**config.mk**
```make
export PLATFORM = sky130hd
export DESIGN_NAME = mul_issue_32bit
export DESIGN_NICKNAME = d
export VERILOG_FILES = /design/src/rtl/mul_issue_32bit_pkg.sv /design/src/rtl/mul_issue_32bit_req_fifo.sv /design/src/rtl/mul_issue_32bit.sv
export SDC_FILE = /design/constraint.sdc
export NUM_CORES = 1
export LEC_CHECK = 0
export BUFFER_PORTS_ARGS = -buffer_cell sky130_fd_sc_hd__buf_2
export CORE_MARGIN = 8
export CORE_UTILIZATION = 49
export CTS_CLUSTER_DIAMETER = 50
export DETAILED_ROUTE_END_ITERATION = 7
export GPL_ROUTABILITY_DRIVEN = 0
export PLACE_DENSITY = 0.81
export SLEW_MARGIN = 5
export SYNTH_ARGS = -nofsm -noshare
export SYNTH_HDL_FRONTEND = slang
export SYNTH_HIERARCHICAL = 1
export SYNTH_SLANG_ARGS = --single-unit
export TNS_END_PERCENT = 50
```
**constraint.sdc**
```tcl
create_clock -name clk -period 2.81 [get_ports clk]
set_input_delay 0.281 -clock clk [delete_from_list [all_inputs] [get_ports clk]]
set_output_delay 0.281 -clock clk [all_outputs]
set_load 0.03 [all_outputs]
```
**src/rtl/mul_issue_32bit_pkg.sv**
```systemverilog
// Shared types for the MUL issue wrapper: FSM state encoding and
// the architectural register-index width.
package mul_issue_32bit_pkg;

   localparam int unsigned REG_W = 5;

   typedef enum logic [1:0] {
      IDLE  = 2'd0,
      ISSUE = 2'd1,
      WAIT  = 2'd2,
      RESP  = 2'd3
   } e_mul_issue_state;

endpackage

```
**src/rtl/mul_issue_32bit_req_fifo.sv**
```systemverilog
// Synchronous request FIFO holding {a, b, rd}; full/empty come
// from a registered occupancy count.
module mul_req_fifo #(
   parameter int unsigned WIDTH = 69,
   parameter int unsigned DEPTH = 2
) (
   input  logic             clk,
   input  logic             rst,
   input  logic             push_i,
   input  logic [WIDTH-1:0] wdata_i,
   input  logic             pop_i,
   output logic [WIDTH-1:0] rdata_o,
   output logic             full_o,
   output logic             empty_o
);

   localparam int unsigned PW = (DEPTH > 1) ? $clog2(DEPTH) : 1;
   localparam int unsigned CW = $clog2(DEPTH + 1);

   logic [WIDTH-1:0] mem_q [DEPTH];
   logic [PW-1:0]    wr_q, wr_d;
   logic [PW-1:0]    rd_q, rd_d;
   logic [CW-1:0]    cnt_q, cnt_d;
   logic             do_push, do_pop;

   function automatic logic [PW-1:0] nxt(input logic [PW-1:0] p);
      return (p == PW'(DEPTH - 1)) ? '0 : p + PW'(1);
   endfunction

   assign full_o  = (cnt_q == CW'(DEPTH));
   assign empty_o = (cnt_q == '0);
   assign do_push = push_i && !full_o;
   assign do_pop  = pop_i && !empty_o;
   assign rdata_o = mem_q[rd_q];

   always_comb begin
      wr_d  = wr_q;
      rd_d  = rd_q;
      cnt_d = cnt_q;
      if (do_push) wr_d = nxt(wr_q);
      if (do_pop)  rd_d = nxt(rd_q);
      cnt_d = cnt_q + CW'(do_push) - CW'(do_pop);
   end

   always_ff @(posedge clk) begin
      if (rst) begin
         wr_q  <= '0;
         rd_q  <= '0;
         cnt_q <= '0;
      end else begin
         wr_q  <= wr_d;
         rd_q  <= rd_d;
         cnt_q <= cnt_d;
      end
   end

   // Storage needs no reset; occupancy alone decides validity.
   always_ff @(posedge clk) begin
      if (do_push) mem_q[wr_q] <= wdata_i;
   end

endmodule

```
**src/rtl/mul_issue_32bit.sv**
```systemverilog
// Issue wrapper between the core and the sequential multiplier:
// queues MUL ops, issues one at a time, and holds the result for writeback.
module mul_issue_32bit
   import mul_issue_32bit_pkg::*;
#(
   parameter int unsigned width          = 32,
   parameter int unsigned queue_depth    = 2,
   parameter int unsigned timeout_cycles = 64
) (
   input  logic             clk,
   input  logic             rst,
   input  logic             in_valid,
   output logic             in_ready,
   input  logic [width-1:0] in_a,
   input  logic [width-1:0] in_b,
   input  logic [REG_W-1:0] in_rd,
   output logic             mul_req,
   output logic [width-1:0] mul_a,
   output logic [width-1:0] mul_b,
   input  logic [width-1:0] mul_out,
   input  logic             mul_ack,
   output logic             wb_valid,
   input  logic             wb_ready,
   output logic [width-1:0] wb_data,
   output logic [REG_W-1:0] wb_rd,
   output logic             busy,
   output logic             err
);

   localparam int unsigned EW = 2 * width + REG_W;
   localparam int unsigned TW = $clog2(timeout_cycles + 1);

   e_mul_issue_state state_q, state_d;

   logic [width-1:0] a_q, a_d;
   logic [width-1:0] b_q, b_d;
   logic [REG_W-1:0] rd_q, rd_d;
   logic             wbv_q, wbv_d;
   logic [width-1:0] wbd_q, wbd_d;
   logic [REG_W-1:0] wbrd_q, wbrd_d;
   logic [TW-1:0]    tmo_q, tmo_d;
   logic             err_q, err_d;

   logic [EW-1:0]    head;
   logic [width-1:0] h_a, h_b;
   logic [REG_W-1:0] h_rd;
   logic             f_full, f_empty, f_pop;

   assign f_pop = (state_q == IDLE) && !f_empty;

   mul_req_fifo #(
      .WIDTH (EW),
      .DEPTH (queue_depth)
   ) u_fifo (
      .clk     (clk),
      .rst     (rst),
      .push_i  (in_valid),
      .wdata_i ({in_a, in_b, in_rd}),
      .pop_i   (f_pop),
      .rdata_o (head),
      .full_o  (f_full),
      .empty_o (f_empty)
   );

   assign {h_a, h_b, h_rd} = head;

   always_comb begin
      state_d = state_q;
      a_d     = a_q;
      b_d     = b_q;
      rd_d    = rd_q;
      wbv_d   = wbv_q;
      wbd_d   = wbd_q;
      wbrd_d  = wbrd_q;
      tmo_d   = tmo_q;
      err_d   = err_q;
      unique case (state_q)
         IDLE: begin
            if (!f_empty) begin
               if (h_rd == '0) begin
                  state_d = IDLE;
               end else if (h_a == '0 || h_b == '0) begin
                  wbd_d   = '0;
                  wbrd_d  = h_rd;
                  wbv_d   = 1'b1;
                  state_d = RESP;
               end else begin
                  a_d     = h_a;
                  b_d     = h_b;
                  rd_d    = h_rd;
                  state_d = ISSUE;
               end
            end
         end
         ISSUE: begin
            tmo_d   = '0;
            state_d = WAIT;
         end
         WAIT: begin
            if (mul_ack) begin
               wbd_d   = mul_out;
               wbrd_d  = rd_q;
               wbv_d   = 1'b1;
               state_d = RESP;
            end else if (tmo_q == TW'(timeout_cycles - 1)) begin
               err_d   = 1'b1;
               state_d = IDLE;
            end else begin
               tmo_d = tmo_q + TW'(1);
            end
         end
         RESP: begin
            if (wb_ready) begin
               wbv_d   = 1'b0;
               state_d = IDLE;
            end
         end
         default: state_d = IDLE;
      endcase
      // An ack with nothing outstanding means the multiplier is out of sync.
      if (mul_ack && state_q != WAIT) err_d = 1'b1;
   end

   always_ff @(posedge clk) begin
      if (rst) begin
         state_q <= IDLE;
         a_q     <= '0;
         b_q     <= '0;
         rd_q    <= '0;
         wbv_q   <= 1'b0;
         wbd_q   <= '0;
         wbrd_q  <= '0;
         tmo_q   <= '0;
         err_q   <= 1'b0;
      end else begin
         state_q <= state_d;
         a_q     <= a_d;
         b_q     <= b_d;
         rd_q    <= rd_d;
         wbv_q   <= wbv_d;
         wbd_q   <= wbd_d;
         wbrd_q  <= wbrd_d;
         tmo_q   <= tmo_d;
         err_q   <= err_d;
      end
   end

   assign in_ready = !f_full;
   assign mul_req  = (state_q == ISSUE);
   assign mul_a    = a_q;
   assign mul_b    = b_q;
   assign wb_valid = wbv_q;
   assign wb_data  = wbd_q;
   assign wb_rd    = wbrd_q;
   assign busy     = !f_empty || (state_q != IDLE);
   assign err      = err_q;

endmodule

```
==> flow_results.org <==
** Outcome
- Outcome :: finished clean

** Worst setup path
- Maximum fanout encountered on the critical timing path :: 24
- The slowest stage of the critical path is the dfxtp_4 cell.
- STA classifies the critical path startpoint as a flop.
- Classification of the worst setup path :: reg2reg
- Data arrival at the endpoint of the critical path :: 3180 ps
- At the worst endpoint, the required time is 3250 ps.
- Longest individual stage delay on the worst path :: 440 ps
- Walking the worst path, the cells encountered are buf_12 -> mux2_2 -> nor4_1 -> nand4_1 -> o22ai_4 -> a31oi_4 -> buf_12 -> mux2i_1.
- Category of the worst setup path capture point :: flop
- Among the stages of the critical path, the cell type that occurs most often is buf_12.

** Synthesis
- In this run, synthesis inferred 138 flip-flops with an integrated enable.
- Of the post-synthesis cell area, the dominant cell type holds 39.9%.
- Synthesis-stage register bit count :: 260
- Synth warnings :: 6
- Count of mapped cells out of synthesis :: 827
- Unique masters post-synth :: 46
- In the post-synthesis netlist, the biggest area contributors are edfxtp_1 40%, dfxtp_1 23%, mux2_2 7.0%.
- Synthesis produced a netlist with a net count of 940.
- Biggest area consumer among synthesized cells :: edfxtp_1
- Among all flip-flop cells after synthesis, the most frequent one is edfxtp_1.
- Post-synthesis area per instance :: 12.6 µm²
- Post-synth ARST share :: 0%
- Share of synthesized area occupied by flip-flops and latches :: 63.4%
- After synthesis the cells add up to 10400 µm².

** STA
- Minimum period implied by the final worst setup slack :: 2740 ps
- Measured against its own limit, the worst slew margin works out to 41.2%.
- Final Max Slew Viols :: 0
- Pin slew with the least headroom to its limit :: 882 ps
- Final setup fails :: 0
- Setup clock skew after layout :: 25.6 ps
- Timing would allow up to 0.365 GHz.
- The number of hold violations in the final report is 0.
- Final critical-path share of the clock period :: 97.5%
- On the final layout, the worst hold slack is 22.4 ps.

** Floorplanning
- The region available for standard cell placement spans 21000 µm².
- Once the floorplan was initialized, standard cells occupied 49.6% of the core.
- From bottom edge to top edge, the die measures 162 µm.
- Boundary Pins :: 212
- Row generation in the floorplan step produced 53 rows.
- Die width :: 162 µm
- The die covers 26100 µm².

** Detailed routing
- The first detailed-routing pass took 7 iterations.
- After detailed routing, the total wire length is 27100 µm.
- Average wire length per cell after detail routing :: 19.4 µm
- Post-detailed-route via-to-cell ratio :: 5.49
- Detailed-route via count :: 7680
- Post-route ant nets :: 0
- Final routed DRC violation total :: 0
- Number of DRC markers after the initial detailed-route iteration :: 731

** Job
- The tool flagged a number of max-cap violations equal to 0.

** Placed design
- Number of buffer cells added on primary ports :: 211
- After legalization and detailed placement, the total HPWL measured 17200 µm.
- Cell count after placement :: 1273

** Finish
- Most frequent standard cell in the layout excluding fill and tap cells :: buf_2
- Fraction of final layout cells sized beyond drive strength 1 :: 33.6%
- Fill cell count :: 1531
- From synthesis to final layout, the design area changed by 30.5%.
- Number of nets at the end of the flow :: 1214
- The top cell types in the final layout, fill and taps aside, are 210 x buf_2, 138 x edfxtp_1, 121 x dfxtp_1, 76 x a21oi_1, 72 x o21ai_0.
- Final std cells w/o fill :: 1399

** Clocking
- Clock-pin slew on the worst setup and hold paths :: 60 ps
- The clock drives 260 sinks.
- Total CTS buffers :: 28
- Later-pin clock latency in the skew report :: 540 ps
- CTS built an H-tree with a depth of 1.
- In this run the clock root is driven by a clkbuf_16.
- CTS tree :: done
- The longest clock path from root to sink contains 3 buffers.

** Power and ir drop
- Largest voltage drop on the vdd net :: 793 µV
- Summed over all cells, the static leakage comes to 5.37 nW.
- Overall power :: 13.4 mW
- Power spread over the standard cell area amounts to 987 nW/µm².

** GRT
- Remaining global-route overflow :: 0
- Initial antenna violation count :: 1
- Largest net degree at the start of global routing :: 106
- For this run, the total global-route usage over all layers was measured as 19.7%.
- Vias in the first global route :: 7755
- First-pass GRT wire length :: 41700 µm

** Worst hold path
- Worst Hold Class :: in2reg
==> worst paths after layout <==
check | startpoint | end | slack (ps) | cells after the start
hold / removal | mul_out[5] | wb_data[5] | 20 | 3
setup reg to reg | flop | wb_data[18] | 70 | 8
setup / recovery | flop | wb_data[18] | 70 | 8
hold reg to reg | mul_a[21] | mul_a[21] | 470 | 2
==> layer usage <==
metal,share of wire (%),GRT usage (%),up-vias
met3,8.9,5.06,55
met5,0,0,-
met1,39,23.7,3670
li1,-,-,3603
met4,2.5,6.44,0
met2,49,34.0,352
==> registers in the layout (all words and copies together), names as in the netlist, named ones only <==
| name | flops |
|---|---|
| wb_valid | 1 |
| mul_a | 32 |
| wb_rd | 5 |
| mul_b | 32 |
| u_fifo/cnt_q | 2 |
| err | 1 |
| u_fifo/rd_q | 1 |
| wb_data | 32 |
| u_fifo/wr_q | 1 |
| rd_q | 5 |
| state_q | 2 |
| tmo_q | 7 |
| u_fifo/mem_q | 138 |
==> kinds of logic after synthesis <==
kind of cell	after synthesis	synth area share [%]
xor gates and xnor gates	5	0.421
muxes	113	12.1
and+or+nand+nor	205	11.4
adders and majority gates	7	0.843
DFF	260	63.4
AOI/OAI and AO/OA	164	8.49
buffers and inverters	73	3.37
==> report_power, final <==
group,switching [mW],internal [mW],total (mW),leakage [nW]
Combinational,2.83,1.59,4.42,2.61
Clock,1.53,2.33,3.86,0.472
Sequential,0.317,4.79,5.10,2.28
==> cells in the mapped netlist (2+ instances only) <==
library cell  instances
nand2_1               6
inv_1                 9
nand3_1              69
dfxtp_1             122
mux2_4               10
buf_1                12
o21ai_0              72
nor3b_1               2
or3_1                 2
mux2_2               65
nand2b_1             34
buf_8                 3
ha_1                  7
a21oi_1              76
buf_6                 4
nand3b_1             33
buf_2                 9
nor4_1               16
o211ai_1              2
edfxtp_1            138
nor2b_1               9
o2111ai_1             2
xor2_1                4
and2_1                4
a211oi_1              3
nor3_1                2
clkbuf_1             34
nand4_1               5
nor2_1               19
mux2i_1              38
==> critical path, delay by kind of cell (launching register included) <==
family,cells,cell delay (ps)
AND/OR/NAND/NOR,2,650
multiplexers,2,560
flip-flops,1,440
buffers and inverters,2,400
AO/OA/AOI/OAI,2,570
==> layout make-up <==
cell class / instances / area (µm²) / share of cell area (%)
Antenna cell: 1 / 2.50 / 0.0184
Clock inverter: 20 / 253 / 1.86
Inverter: 10 / 37.5 / 0.277
Multi-Input combinational cell: 494 / 3540 / 26.1
Sequential cell: 260 / 6590 / 48.6
Tap cell: 275 / 344 / 2.54
Timing Repair Buffer: 307 / 2080 / 15.3
Clock buffer: 32 / 726 / 5.35
==> per-stage QoR <==
step	worst slack, ps	TNS, ps	util [%]	instance area [µm²]
floorplan	192	0	-	10400
global placement	42.6	0	56.2	11800
detailed placement	-112	-1820	56.2	11800
CTS	0.535	0	64.2	13500
global route	-60.7	-1280	64.7	13600
finish	70.2	0	64.7	13600
==> timing repair <==
item,4_1_cts,5_1_grt
resized for setup,2,13
setup endpoints to repair,44,108
pin swaps,0,6
endpoints found under the hold margin,138,0
hold buffers,69,0
setup buffers,0,4
(Power assumes the default switching activity.)
